**src/rtl/sgd_err_gen_if.sv**
```systemverilog
// sgd_err_gen_if: bundle of the sample-chunk stream, label/start control and
// the scaled-error output handshake of the SGD error generator.
// master = stimulus / upstream + downstream side, slave = sgd_err_gen.
interface sgd_err_gen_if #(
  parameter int INPUT_BITWIDTH = 8,
  parameter int BITWIDTH       = 16,
  parameter int SIZE           = 10
);
  logic                             start;
  logic signed [BITWIDTH-1:0]       y;
  logic                             x_valid;
  logic                             x_ready;
  logic [INPUT_BITWIDTH*SIZE-1:0]   x;
  logic [BITWIDTH*SIZE-1:0]         w;
  logic                             grad_valid;
  logic                             grad_ready;
  logic [BITWIDTH*SIZE-1:0]         grad;
  logic                             busy;

  modport master (
    output start, y, x_valid, x, w, grad_ready,
    input  x_ready, grad_valid, grad, busy
  );

  modport slave (
    input  start, y, x_valid, x, w, grad_ready,
    output x_ready, grad_valid, grad, busy
  );
endinterface

```
**src/rtl/sgd_err_gen.sv**
```systemverilog
// sgd_err_gen: streams NUM_CHUNKS chunks of SIZE sample/weight lanes, forms
// the dot product x.w, subtracts the latched label y, scales the error by
// 2^-LR_SHIFT (arithmetic shift) and presents it replicated on every lane of
// grad for the downstream SGD update stage.
// Optional feature: define SGD_ERR_SAT_EN to saturate the scaled error to the
// signed BITWIDTH range; otherwise it wraps (low BITWIDTH bits kept).
module sgd_err_gen #(
  parameter int INPUT_BITWIDTH = 8,
  parameter int BITWIDTH       = 16,
  parameter int SIZE           = 10,
  parameter int NUM_CHUNKS     = 4,
  parameter int LR_SHIFT       = 4
) (
  input  logic              clk,
  input  logic              rst,
  sgd_err_gen_if.slave      bus
);

  localparam int PROD_W = INPUT_BITWIDTH + BITWIDTH;
  localparam int ACC_W  = BITWIDTH + INPUT_BITWIDTH + $clog2(SIZE * NUM_CHUNKS);
  localparam int CNT_W  = (NUM_CHUNKS > 1) ? $clog2(NUM_CHUNKS) : 1;
  localparam logic [CNT_W-1:0] LAST_CHUNK = CNT_W'(NUM_CHUNKS - 1);

  typedef enum logic [1:0] {IDLE, ACC, ERR, OUT} state_t;

  state_t                    state;
  state_t                    state_next;
  logic                      x_ready_r;
  logic                      grad_valid_r;
  logic                      busy_r;
  logic signed [ACC_W-1:0]   acc;
  logic [CNT_W-1:0]          cnt;
  logic signed [BITWIDTH-1:0] y_r;
  logic signed [BITWIDTH-1:0] e_r;
  logic signed [PROD_W-1:0]  prod [SIZE];
  logic signed [ACC_W-1:0]   chunk_sum;
  logic signed [ACC_W:0]     diff;
  logic signed [ACC_W:0]     shifted;
  logic signed [BITWIDTH-1:0] e_next;
  logic                      hs;

`ifdef SGD_ERR_SAT_EN
  localparam logic signed [ACC_W:0] E_MAX =
    {{(ACC_W + 2 - BITWIDTH){1'b0}}, {(BITWIDTH - 1){1'b1}}};
  localparam logic signed [ACC_W:0] E_MIN =
    {{(ACC_W + 2 - BITWIDTH){1'b1}}, {(BITWIDTH - 1){1'b0}}};

  // Clamp a wide signed error into the signed BITWIDTH range.
  function automatic logic signed [BITWIDTH-1:0] sat_err(input logic signed [ACC_W:0] v);
    logic signed [BITWIDTH-1:0] r;
    if (v > E_MAX) begin
      r = E_MAX[BITWIDTH-1:0];
    end else if (v < E_MIN) begin
      r = E_MIN[BITWIDTH-1:0];
    end else begin
      r = v[BITWIDTH-1:0];
    end
    return r;
  endfunction
`endif

  // A chunk is consumed only while ACC advertises ready.
  assign hs = bus.x_valid && x_ready_r;

  // Per-lane signed products of the current chunk.
  for (genvar i = 0; i < SIZE; i++) begin : g_prod
    assign prod[i] = $signed(bus.x[INPUT_BITWIDTH*i +: INPUT_BITWIDTH])
                   * $signed(bus.w[BITWIDTH*i +: BITWIDTH]);
  end

  // Sign-extended sum of all lane products of the current chunk.
  always_comb begin
    chunk_sum = '0;
    for (int i = 0; i < SIZE; i++) begin
      chunk_sum = chunk_sum + ACC_W'(prod[i]);
    end
  end

  // Scaled error: (acc - y) >>> LR_SHIFT, then reduced to BITWIDTH.
  always_comb begin
    diff    = (ACC_W + 1)'(acc) - (ACC_W + 1)'(y_r);
    shifted = diff >>> LR_SHIFT;
`ifdef SGD_ERR_SAT_EN
    e_next  = sat_err(shifted);
`else
    e_next  = shifted[BITWIDTH-1:0];
`endif
  end

  // FSM state register and registered status outputs derived from next state.
  always_ff @(posedge clk or posedge rst) begin
    if (rst) begin
      state        <= IDLE;
      x_ready_r    <= 1'b0;
      grad_valid_r <= 1'b0;
      busy_r       <= 1'b0;
    end else begin
      state        <= state_next;
      x_ready_r    <= (state_next == ACC);
      grad_valid_r <= (state_next == OUT);
      busy_r       <= (state_next != IDLE);
    end
  end

  // Next-state logic; start is only honoured in IDLE.
  always_comb begin
    state_next = state;
    case (state)
      IDLE: begin
        if (bus.start) begin
          state_next = ACC;
        end else begin
          state_next = IDLE;
        end
      end
      ACC: begin
        if (hs && (cnt == LAST_CHUNK)) begin
          state_next = ERR;
        end else begin
          state_next = ACC;
        end
      end
      ERR: begin
        state_next = OUT;
      end
      OUT: begin
        if (grad_valid_r && bus.grad_ready) begin
          state_next = IDLE;
        end else begin
          state_next = OUT;
        end
      end
      default: begin
        state_next = IDLE;
      end
    endcase
  end

  // Datapath: label latch, accumulator, chunk counter and error register.
  always_ff @(posedge clk or posedge rst) begin
    if (rst) begin
      acc <= '0;
      cnt <= '0;
      y_r <= '0;
      e_r <= '0;
    end else begin
      case (state)
        IDLE: begin
          if (bus.start) begin
            y_r <= bus.y;
            acc <= '0;
            cnt <= '0;
          end
        end
        ACC: begin
          if (hs) begin
            acc <= acc + chunk_sum;
            cnt <= (cnt == LAST_CHUNK) ? '0 : cnt + 1'b1;
          end
        end
        ERR: begin
          e_r <= e_next;
        end
        default: begin
          e_r <= e_r;
        end
      endcase
    end
  end

  assign bus.x_ready    = x_ready_r;
  assign bus.grad_valid = grad_valid_r;
  assign bus.busy       = busy_r;
  assign bus.grad       = {SIZE{e_r}};

endmodule

```
**src/flat_wrapper.sv**
```systemverilog
// flat-port wrapper written by rule: the top's interface ports become plain ports
module sgd_err_gen_flat 
#(
  parameter int INPUT_BITWIDTH = 8,
  parameter int BITWIDTH       = 16,
  parameter int SIZE           = 10,
  parameter int NUM_CHUNKS     = 4,
  parameter int LR_SHIFT       = 4
)
  (clk, rst, bus_start, bus_y, bus_x_valid, bus_x, bus_w, bus_grad_ready, bus_x_ready, bus_grad_valid, bus_grad, bus_busy);
  sgd_err_gen_if #(.INPUT_BITWIDTH(INPUT_BITWIDTH), .BITWIDTH(BITWIDTH), .SIZE(SIZE)) bus_i ();
  input  logic clk;
  input  logic rst;
  input wire logic [$bits(bus_i.start)-1:0] bus_start;
  input wire logic [$bits(bus_i.y)-1:0] bus_y;
  input wire logic [$bits(bus_i.x_valid)-1:0] bus_x_valid;
  input wire logic [$bits(bus_i.x)-1:0] bus_x;
  input wire logic [$bits(bus_i.w)-1:0] bus_w;
  input wire logic [$bits(bus_i.grad_ready)-1:0] bus_grad_ready;
  output wire logic [$bits(bus_i.x_ready)-1:0] bus_x_ready;
  output wire logic [$bits(bus_i.grad_valid)-1:0] bus_grad_valid;
  output wire logic [$bits(bus_i.grad)-1:0] bus_grad;
  output wire logic [$bits(bus_i.busy)-1:0] bus_busy;
  assign bus_i.start = bus_start;
  assign bus_i.y = bus_y;
  assign bus_i.x_valid = bus_x_valid;
  assign bus_i.x = bus_x;
  assign bus_i.w = bus_w;
  assign bus_i.grad_ready = bus_grad_ready;
  assign bus_x_ready = bus_i.x_ready;
  assign bus_grad_valid = bus_i.grad_valid;
  assign bus_grad = bus_i.grad;
  assign bus_busy = bus_i.busy;
  sgd_err_gen #(.INPUT_BITWIDTH(INPUT_BITWIDTH), .BITWIDTH(BITWIDTH), .SIZE(SIZE), .NUM_CHUNKS(NUM_CHUNKS), .LR_SHIFT(LR_SHIFT)) u_core (.clk(clk), .rst(rst), .bus(bus_i));
endmodule
```
**config.mk**
```make
export PLATFORM = sky130hd
export DESIGN_NAME = sgd_err_gen_flat
export DESIGN_NICKNAME = d
export VERILOG_FILES = /design/src/rtl/sgd_err_gen_if.sv /design/src/rtl/sgd_err_gen.sv /design/src/flat_wrapper.sv
export SDC_FILE = /design/constraint.sdc
export NUM_CORES = 2
export LEC_CHECK = 0
export CAP_MARGIN = 20
export CORE_MARGIN = 5
export CORE_UTILIZATION = 55
export DETAILED_ROUTE_END_ITERATION = 12
export PLACE_DENSITY = 0.8
export SLEW_MARGIN = 20
export SYNTH_ARGS = -nofsm -noshare
export SYNTH_HDL_FRONTEND = slang
export SYNTH_SLANG_ARGS = --single-unit
export TNS_END_PERCENT = 1
```
**constraint.sdc**
```tcl
create_clock -name clk -period 7.27 [get_ports clk]
set_clock_uncertainty 0.2 [all_clocks]
set_input_delay 1.454 -clock clk [delete_from_list [all_inputs] [get_ports clk]]
set_output_delay 1.454 -clock clk [all_outputs]
set_load 0.1 [all_outputs]
```
==> impl_metrics.env <==
export IMPL_status="finished with violations"
export IMPL_violations="negative setup slack"
export IMPL_drt_pass1_iter_count=5
export IMPL_max_stage_delay_ps=560
export IMPL_dp_slack_ps=-6860
export IMPL_grt_overflow=0
export IMPL_slowest_stage="fa_1"
export IMPL_cts_buffers=9
export IMPL_worstHoldStart="u_core.cnt[1]"
export IMPL_grtUsageTotal=0.307
export IMPL_area_growth_pct=20.3
export IMPL_timing_rr_end="u_core.acc[19]"
export IMPL_antenna_found_initial=21
export IMPL_die_w_um=289
export IMPL_ys_warnings_count=0
export IMPL_routed_wl_mm=126
export IMPL_final_cell_mix="1199 x inv_1, 1121 x fa_1, 747 x nand2_1"
export IMPL_timing_critical_path_mode_cell="fa_1"
export IMPL_maxSlewHeadroom=0.321
export IMPL_crit_type="input pin to register"
export IMPL_nNetsFinal=6964
export IMPL_critical_path_max_fanout=6
export IMPL_avgSynthCellArea_um2=9.24
export IMPL_dieArea_mm2=0.0835
export IMPL_setup_tns_ps=-87870
export IMPL_synthesis_nets=6304
export IMPL_tightest_slew_ps=1020
export IMPL_fin_crit_sh=1.86
export IMPL_syn_area_mm2=0.0428
export IMPL_hold_end="u_core.cnt[1]"
export IMPL_initialDrtViolationCount=2238
export IMPL_final_setup_worst_slack_ps=-6220
export IMPL_cts_tree="done"
export IMPL_grt_pass1_vias=36538
export IMPL_synth_seq_cells=59
export IMPL_grt_setup_unrepaired="yes"
export IMPL_worstPathArrival_ps=13520
export IMPL_clock_sinks=59
export IMPL_crit_family="adder cells"
export IMPL_hp_class="register to register"
export IMPL_grt_max_degree=60
export IMPL_cts_buffer_depth=2
export IMPL_start_kind="input pin"
export IMPL_syn_instance_count=4635
export IMPL_clk_latency_ps=350
export IMPL_hpwl_mm=116
export IMPL_ys_flop_type="dfrtp_1"
export IMPL_core_mm2=0.0773
export IMPL_drive_above_1_share=0.126
export IMPL_ctsHoldBuffers=0
export IMPL_ios=424
export IMPL_reg2reg_from="u_core.acc[6]"
export IMPL_critical_path_endpoint_type="register"
export IMPL_synthArstFlopShare=1.00
export IMPL_io_buffers=423
export IMPL_worstHoldPathCells=2
export IMPL_die_h_um=289
export IMPL_fillers=5979
export IMPL_synthTopCellsByArea="fa_1 53%, inv_1 11%, ha_1 8.0%"
export IMPL_fmax_mhz=74.2
export IMPL_wl_per_cell_um=19.8
export IMPL_grt_pass1_wl_mm=196
export IMPL_mostFrequentLayoutCell="inv_1"
export IMPL_synth_distinct_cells=53
export IMPL_htree_levels=3
export IMPL_start_util=0.554
export IMPL_ff2ff_setup_slack_ps=110
export IMPL_synth_edf_count=0
export IMPL_vias=32848
export IMPL_critical_path_required_ps=7310
export IMPL_viasPerCell=5.17
export IMPL_clockRootBuffer="clkbuf_16"
export IMPL_path_clk_slew_ps=60
export IMPL_drtAntennaViolNets=0
export IMPL_reg2reg_depth=26
export IMPL_gp_congestion=0.991
export IMPL_period_needed_ps=13490
export IMPL_synth_seq_area_share=0.0345
export IMPL_hold_violations=0
export IMPL_drc=0
export IMPL_slew_viol_final=0
export IMPL_synth_top_area_share=0.531
export IMPL_finalSetupViolations=18
export IMPL_critical_path_buf_inv_count=9
export IMPL_yosysTopAreaCell="fa_1"
export IMPL_cap_viol_max_count=0
export IMPL_row_count=102
## state kept, by name, indices dropped and copies added (netlist names)
name                   count
u_core.acc                20
u_core.e_r                16
u_core.y_r                16
u_core.cnt                 2
u_core.state               2
u_core.bus.busy            1
u_core.bus.grad_valid      1
u_core.bus.x_ready         1
## cell type report
class                   count  area, um^2  area share
diodes                     10        25.0    0.000486
clock inverters             5        30.0    0.000583
flip-flops and latches     59        1480      0.0287
multi-input cells        3080       35700       0.692
repair buffers            920        8170       0.159
well taps                1040        1300      0.0253
clock buffers              10         239     0.00464
inverters                1225        4600      0.0893
## how the worst max path moves through the flow
stage,start,to,slack (ps),depth (start not counted)
floorplan,bus_x[2],u_core.acc[19],-5750,48
global placement,bus_x[2],u_core.acc[19],-6720,47
detailed placement,bus_x[2],u_core.acc[19],-6860,43
CTS,bus_x[9],u_core.acc[19],-6250,50
global route,bus_w[3],u_core.acc[19],-6610,50
finish,bus_x[22],u_core.acc[19],-6220,48
## synthesized netlist by cell type, types with 5 or more instances
cell type / number
ha_1: 273
and2_1: 396
clkbuf_1: 118
nand2b_1: 102
o21ai_0: 47
buf_4: 144
a21oi_1: 34
fa_1: 1135
inv_1: 1225
or2b_1: 7
dfrtp_1: 59
or3_1: 5
nand2_1: 752
xor2_1: 22
xnor2_1: 152
o21bai_1: 6
nor2b_1: 18
nor2_1: 36
a22o_1: 10
and3_1: 8
o211ai_1: 6
a21o_1: 15
o21a_1: 5
## stage by stage
| stage | hold WS (ps) | util | instances | area [um^2] |
|---|---|---|---|---|
| final | 306 | 0.666 | 6349 | 51500 |
| after global routing | 334 | 0.666 | 6341 | 51500 |
| after floorplan | 254 | - | 4635 | 43000 |
| after global placement | 268 | 0.656 | 6304 | 50700 |
| after detailed placement | 298 | 0.656 | 6304 | 50700 |
| after CTS | 310 | 0.662 | 6324 | 51200 |
## cell families (layout without fill, tap and decap cells)
kind of cell,after synthesis,after routing,synth area share
buffers and inverters,1496,2160,0.144
muxes,2,2,0.000526
xor gates and xnor gates,177,177,0.0372
AOI/OAI and AO/OA,151,151,0.0228
and+or+nand+nor,1342,1342,0.150
other,0,10,0
adders and majority gates,1408,1408,0.611
DFF,59,59,0.0345
## per-layer routing
metal | global-route usage | routed length, um | share of wire
met1 | 0.388 | 46500 | 0.37
met2 | 0.532 | 62600 | 0.50
met3 | 0.0659 | 11600 | 0.092
met4 | 0.0969 | 4980 | 0.040
met5 | 0 | 158 | 0.0013
## tightest hold or removal path, delay by kind of cell (launching register included)
| kind | cells | cell delay, ps |
|---|---|---|
| and+or+nand+nor | 1 | 60 |
| DFF | 1 | 350 |
| AOI/OAI and AO/OA | 1 | 60 |
## what timing repair did
action | 4_1_cts | 5_1_grt
cloned | 1 | 1
pin swaps | 48 | 80
buffers inserted | 4 | 14
resized for setup | 91 | 188
endpoints found under the setup margin | 18 | 18
Power is left out: the tool's default activity adds up to more than one toggle a clock period on the data nets, which glitch-free logic cannot reach.
